--- src/rtl/pong_pkg.sv ---
// Shared Pong geometry, ball state encoding and direction encoding.
package pong_pkg;

  localparam int unsigned SCREEN_W   = 640;
  localparam int unsigned SCREEN_H   = 480;
  localparam int unsigned BALL_SIZE  = 8;
  localparam int unsigned PADDLE_L_X = 20;
  localparam int unsigned PADDLE_R_X = 612;
  localparam int unsigned PADDLE_W   = 8;
  localparam int unsigned PADDLE_LEN = 64;

  // Width of internal position arithmetic; one bit of headroom over the 10-bit ports.
  localparam int unsigned PosW = 11;

  typedef enum logic [1:0] {
    StServe,
    StPlay,
    StPoint,
    StHalt
  } ball_state_e;

  // DirInc is right for x and down for y.
  typedef enum logic {
    DirInc = 1'b0,
    DirDec = 1'b1
  } dir_e;

endpackage

--- src/rtl/frame_tick_gen.sv ---
// One-cycle tick when vcount first reaches TickLine, regardless of pixel clock ratio.
module frame_tick_gen
  import pong_pkg::*;
#(
  parameter int unsigned TickLine = SCREEN_H
) (
  input  logic       clk_i,
  input  logic       reset_i,
  input  logic [9:0] vcount_i,
  output logic       tick_o
);

  localparam logic [9:0] TickVal = 10'(TickLine);

  logic [9:0] vcount_prev_q;
  logic       tick_q;

  always_ff @(posedge clk_i) begin
    if (reset_i) begin
      vcount_prev_q <= '0;
      tick_q        <= 1'b0;
    end else begin
      vcount_prev_q <= vcount_i;
      tick_q        <= (vcount_i == TickVal) && (vcount_prev_q != TickVal);
    end
  end

  assign tick_o = tick_q;

endmodule

--- src/rtl/ball_ctrl.sv ---
// Pong ball engine: per-frame motion, wall/paddle bounces, miss detection and ball pixel.
module ball_ctrl
  import pong_pkg::*;
#(
  parameter int unsigned SPEED_X      = 2,
  parameter int unsigned SPEED_Y      = 2,
  parameter int unsigned SERVE_FRAMES = 60,
  parameter int unsigned START_X      = 316,
  parameter int unsigned START_Y      = 236
) (
  input  logic       clk,
  input  logic       reset,
  input  logic [9:0] hcount,
  input  logic [9:0] vcount,
  input  logic [9:0] paddle_l_y,
  input  logic [9:0] paddle_r_y,
  input  logic       game_over,
  output logic       score_pulse_l,
  output logic       score_pulse_r,
  output logic [9:0] ball_x,
  output logic [9:0] ball_y,
  output logic       r,
  output logic       g,
  output logic       b
);

  localparam int unsigned CntW = $clog2(SERVE_FRAMES + 1);

  localparam logic [PosW-1:0] ScrW   = PosW'(SCREEN_W);
  localparam logic [PosW-1:0] ScrH   = PosW'(SCREEN_H);
  localparam logic [PosW-1:0] Ball   = PosW'(BALL_SIZE);
  localparam logic [PosW-1:0] LFace  = PosW'(PADDLE_L_X + PADDLE_W);
  localparam logic [PosW-1:0] RFace  = PosW'(PADDLE_R_X);
  localparam logic [PosW-1:0] PadLen = PosW'(PADDLE_LEN);
  localparam logic [PosW-1:0] SpX    = PosW'(SPEED_X);
  localparam logic [PosW-1:0] SpY    = PosW'(SPEED_Y);
  localparam logic [9:0]      StartX = 10'(START_X);
  localparam logic [9:0]      StartY = 10'(START_Y);

  ball_state_e     state_q, state_d;
  logic [9:0]      x_q, x_d, y_q, y_d;
  dir_e            dir_x_q, dir_x_d, dir_y_q, dir_y_d;
  logic [CntW-1:0] cnt_q, cnt_d;
  logic            pulse_l_q, pulse_l_d, pulse_r_q, pulse_r_d;
  logic            frame_tick;

  logic [PosW-1:0] x_ext, y_ext, pl_ext, pr_ext, h_ext, v_ext;
  logic            l_ovl, r_ovl, l_hit, r_hit, l_miss, r_miss, pix_on;

  frame_tick_gen #(
    .TickLine (SCREEN_H)
  ) u_frame_tick_gen (
    .clk_i    (clk),
    .reset_i  (reset),
    .vcount_i (vcount),
    .tick_o   (frame_tick)
  );

  // All comparisons are arranged so no operand is ever subtracted below zero.
  always_comb begin
    x_ext  = {1'b0, x_q};
    y_ext  = {1'b0, y_q};
    pl_ext = {1'b0, paddle_l_y};
    pr_ext = {1'b0, paddle_r_y};
    l_ovl  = (y_ext + Ball > pl_ext) && (y_ext < pl_ext + PadLen);
    r_ovl  = (y_ext + Ball > pr_ext) && (y_ext < pr_ext + PadLen);
    l_hit  = (dir_x_q == DirDec) && (x_ext >= LFace) && (x_ext <= LFace + SpX) && l_ovl;
    r_hit  = (dir_x_q == DirInc) && (x_ext + Ball <= RFace) && (x_ext + SpX + Ball >= RFace)
             && r_ovl;
    l_miss = (dir_x_q == DirDec) && (x_ext < SpX);
    r_miss = (dir_x_q == DirInc) && (x_ext + SpX + Ball > ScrW);
  end

  always_comb begin
    state_d   = state_q;
    x_d       = x_q;
    y_d       = y_q;
    dir_x_d   = dir_x_q;
    dir_y_d   = dir_y_q;
    cnt_d     = cnt_q;
    pulse_l_d = 1'b0;
    pulse_r_d = 1'b0;
    if (game_over) begin
      state_d = StHalt;
      x_d     = StartX;
      y_d     = StartY;
    end else begin
      unique case (state_q)
        StServe: begin
          x_d = StartX;
          y_d = StartY;
          if (frame_tick) begin
            if (cnt_q == CntW'(SERVE_FRAMES - 1)) begin
              state_d = StPlay;
              cnt_d   = '0;
            end else begin
              cnt_d = cnt_q + CntW'(1);
            end
          end
        end
        StPlay: begin
          if (frame_tick) begin
            if (dir_y_q == DirInc) begin
              if (y_ext + SpY + Ball >= ScrH) begin
                y_d     = 10'(ScrH - Ball);
                dir_y_d = DirDec;
              end else begin
                y_d = 10'(y_ext + SpY);
              end
            end else if (y_ext < SpY) begin
              y_d     = '0;
              dir_y_d = DirInc;
            end else begin
              y_d = 10'(y_ext - SpY);
            end

            if (l_hit) begin
              x_d     = 10'(LFace);
              dir_x_d = DirInc;
            end else if (r_hit) begin
              x_d     = 10'(RFace - Ball);
              dir_x_d = DirDec;
            end else if (l_miss) begin
              pulse_r_d = 1'b1;
              state_d   = StPoint;
            end else if (r_miss) begin
              pulse_l_d = 1'b1;
              state_d   = StPoint;
            end else if (dir_x_q == DirInc) begin
              x_d = 10'(x_ext + SpX);
            end else begin
              x_d = 10'(x_ext - SpX);
            end
          end
        end
        StPoint: begin
          // Serve toward whoever conceded: a left score means the right side lost.
          x_d     = StartX;
          y_d     = StartY;
          dir_x_d = pulse_l_q ? DirInc : DirDec;
          dir_y_d = DirInc;
          cnt_d   = '0;
          state_d = StServe;
        end
        StHalt: begin
          x_d = StartX;
          y_d = StartY;
        end
        default: state_d = StHalt;
      endcase
    end
  end

  always_ff @(posedge clk) begin
    if (reset) begin
      state_q   <= StServe;
      x_q       <= StartX;
      y_q       <= StartY;
      dir_x_q   <= DirInc;
      dir_y_q   <= DirInc;
      cnt_q     <= '0;
      pulse_l_q <= 1'b0;
      pulse_r_q <= 1'b0;
    end else begin
      state_q   <= state_d;
      x_q       <= x_d;
      y_q       <= y_d;
      dir_x_q   <= dir_x_d;
      dir_y_q   <= dir_y_d;
      cnt_q     <= cnt_d;
      pulse_l_q <= pulse_l_d;
      pulse_r_q <= pulse_r_d;
    end
  end

  always_comb begin
    h_ext  = {1'b0, hcount};
    v_ext  = {1'b0, vcount};
    pix_on = (h_ext >= x_ext) && (h_ext < x_ext + Ball) &&
             (v_ext >= y_ext) && (v_ext < y_ext + Ball) && (state_q != StHalt);
  end

  assign score_pulse_l = pulse_l_q && (state_q != StHalt);
  assign score_pulse_r = pulse_r_q && (state_q != StHalt);
  assign ball_x        = x_q;
  assign ball_y        = y_q;
  assign r             = pix_on;
  assign g             = pix_on;
  assign b             = pix_on;

endmodule

--- config.mk ---
export PLATFORM = sky130hd
export DESIGN_NAME = ball_ctrl
export DESIGN_NICKNAME = d
export VERILOG_FILES = /design/src/rtl/pong_pkg.sv /design/src/rtl/frame_tick_gen.sv /design/src/rtl/ball_ctrl.sv
export SDC_FILE = /design/constraint.sdc
export NUM_CORES = 1
export LEC_CHECK = 0
export ABC_AREA = 1
export CAP_MARGIN = 10
export CELL_PAD_IN_SITES_DETAIL_PLACEMENT = 0
export CELL_PAD_IN_SITES_GLOBAL_PLACEMENT = 1
export CORE_ASPECT_RATIO = 1.1
export CORE_MARGIN = 8
export CORE_UTILIZATION = 37
export DETAILED_ROUTE_END_ITERATION = 16
export PLACE_DENSITY_LB_ADDON = 0.08
export SLEW_MARGIN = 20
export SYNTH_ARGS = -nofsm -noshare
export SYNTH_HDL_FRONTEND = slang
export SYNTH_HIERARCHICAL = 1
export SYNTH_SLANG_ARGS = --single-unit
--- constraint.sdc ---
create_clock -name clk -period 4.56 [get_ports clk]
set_input_delay 1.14 -clock clk [delete_from_list [all_inputs] [get_ports clk]]
set_output_delay 1.14 -clock clk [all_outputs]
set_load 0.03 [all_outputs]
==> flow_summary_export.csv <==
group,metric,value,unit
final_layout,final_util,45.2,%
clocking,clk_latency,0.28,ns
final_layout,fillers,1504,
detailed_routing,drt_iter0_drc,284,
die,fp.dieArea,18000,um^2
clocking,cts_setup_buffers,0,
grt,grt-ovfl-total,0,
sta,relSlewSlack,55.8,%
final_layout,final_common_cell,"nand2_1",
worst_hold_path,min-delay-path-class,"register to register",
final_layout,multi_input_area,3790,um^2
run_status,outcome,"complete, no violations",
setup_path,critPathArrivalTime,3.25,ns
clocking,htreeDepth,2,
pwr,p_per_area,337,nW/um^2
clocking,numCtsBuffers,5,
sta,timing.final.crit_share,96.2,%
final_layout,layout_common_cells,"nand2_1, inv_1, nor2_1",
synthesis,ys.warnings.count,6,
die,die_width,129,um
synthesis,synth.yosys.seq_area_share,15.9,%
pwr,p_total,0.00209,W
die,row_count,45,
sta,report.final.slew_viol_count,0,
sta,finClkSkew,0.00855,ns
clocking,clockBufferDepth,2,
clocking,cts_tree,"done",
setup_path,rrSetupSlack,1.21,ns
setup_path,rr_endpoint,"ball_x[5]",
final_layout,n_antenna_cell,0,
detailed_routing,avgRoutedWirePerCell,14.9,um
final_layout,syn2layout_area_growth,20.1,%
grt,antenna_found_initial,0,
die,pin_count,68,
clocking,clockRootBuffer,"clkbuf_16",
grt,grt_pass1_wl,26000,um
setup_path,critPathLaunchType,"input pin",
synthesis,synth_area_leaders,"ha_1, dfxtp_1, nand2_1",
synthesis,synth.distinct_cells,47,
detailed_routing,vias_per_cell,4.95,
grt,track_usage,17.8,%
sta,hold_viol,0,
grt,grt_max_degree,21,
detailed_routing,ant_nets,0,
worst_hold_path,whs_path_depth,2,
sta,setup_viol,0,
final_layout,nets,1002,
synthesis,synth_ff_type,"dfxtp_1",
placement,gp_congestion,0.918,
pwr,leakage,3.04,nW
detailed_routing,routed_wirelength,15900,um
die,core_area,13700,um^2
clocking,path_clk_slew,0.06,ns
placement,hpwl,13400,um
clocking,ctsResizeCount,0,
detailed_routing,drc,0,
setup_path,critPathKind,"input pin to output pin",
worst_hold_path,hold_end,"cnt_q[1]",
final_layout,regArea,821,um^2
synthesis,async_flop_share,0,%
setup_path,critPathRequiredTime,3.42,ns
setup_path,r2r-start,"ball_y[3]",
run,cap_violations,0,
clocking,cts.sinks,41,
worst_hold_path,min_from,"cnt_q[1]",
die,start_util,37.6,%
placement,io_buffers,64,
die,die_h,140,um
synthesis,synth_top_area_share,20.6,%
final_layout,drive_gt1_share,7.77,%
pwr,ir_drop,0.188,mV
setup_path,path_max_fanout,3,
grt,grt_pass1_vias,5332,
sta,fin_tns_setup,0,ns
setup_path,endpoint_kind,"output pin",
setup_path,rr_worst_depth,16,
detailed_routing,dr_total_vias,5259,
synthesis,ys_seq_elements,41,
sta,worst_slew_pin_slew,0.662,ns
synthesis,syn_inst,806,
synthesis,synth_edf_count,0,
sta,rsz0062_at_grt,"no",
synthesis,synth_top_area_cell,"ha_1",
sta,fmax,0.228,GHz
detailed_routing,firstDrtPassIters,4,
synthesis,syn_area_per_cell,6.41,um^2
clocking,cts_hold_buffers,0,
sta,final.min_clock_period,4.39,ns
synthesis,synth_area,5170,um^2
[final cells by class]
class	instances	share of cell area (%)
Multi-Input combinational cell	630	61.1
Sequential cell	41	13.2
Timing Repair Buffer	80	12.1
Inverter	116	7.01
Tap cell	188	3.79
Clock buffer	7	2.30
Clock inverter	1	0.484
[cell families after synthesis]
logic type	Yosys count	synth area share [%]
fa+ha+maj	85	20.6
xor+xnor	24	4.07
compound gates	117	12.8
buf+inv	136	10.9
flops	41	15.9
simple gates	402	35.8
other cells	1	0.0725
[power by group]
| part | switching [W] | leakage [nW] | internal [W] |
|---|---|---|---|
| Combinational | 0.000768 | 2.62 | 0.000441 |
| Clock | 0.000140 | 0.0841 | 0.000274 |
| Sequential | 0.0000692 | 0.335 | 0.000400 |
[metrics by stage]
stage / std cells / hold slack (ns) / cell area [um^2] / setup WS, ns
3_3_place_gp: 1055 / 0.477 / 6040 / 0.157
6_report: 1063 / 0.502 / 6210 / 0.174
4_1_cts: 1063 / 0.499 / 6210 / 0.127
2_1_floorplan: 807 / 0.457 / 5170 / 0.132
3_5_place_dp: 1055 / 0.490 / 6040 / 0.124
5_1_grt: 1063 / 0.530 / 6210 / 0.00362
[routing by layer]
metal	up-vias	track usage, %	share of wire [%]
li1	2803	-	-
met1	2346	19.8	44
met2	87	33.3	51
met3	23	2.16	3.2
met4	0	6.50	2.4
met5	-	0	0
[registers in the layout, indices dropped and copies added, names as in the netlist]
signal,cells
dir_y_q,1
cnt_q,6
pulse_r_q,1
state_q,2
ball_x,9
dir_x_q,1
pulse_l_q,1
u_frame_tick_gen/tick_o,1
u_frame_tick_gen/vcount_prev_q,10
ball_y,9
[Yosys cell counts (2+ instances only)]
master,number
a211oi_1,3
a21oi_1,62
buf_2,5
buf_4,5
buf_6,3
clkbuf_1,3
clkbuf_2,3
clkinv_1,2
dfxtp_1,41
ha_1,85
inv_1,103
inv_2,11
nand2_1,165
nand2_2,12
nand3_1,68
nand3_2,4
nand3_4,2
nand3b_1,6
nand4_1,22
nor2_1,86
nor2_2,6
nor2_4,3
nor3_1,18
nor3b_1,4
nor4_1,2
o2111ai_1,6
o211ai_1,2
o21ai_0,30
o21ai_1,2
o21bai_1,2
o31ai_1,2
xnor2_1,4
xor2_1,20
[critical path, stage by stage]
cell and delay (ns):
clkdlybuf4s50_1 0.41, ha_1 0.28, or2_2 0.29, a21oi_1 0.16
nor4_1 0.08, a211oi_1 0.22, nand3_1 0.11, nor3_1 0.32
buf_4 0.24
[how the worst max path moves through the flow]
stage	start	end	slack, ns	cells after the start
finish	hcount[1]	g	0.17	9
global route	hcount[1]	g	0.004	9
CTS	hcount[1]	g	0.13	9
detailed placement	hcount[1]	g	0.12	9
global placement	hcount[1]	b	0.16	9
floorplan	ball_y[3]	g	0.13	12
Note: power is estimated with default switching activity, not from simulation.
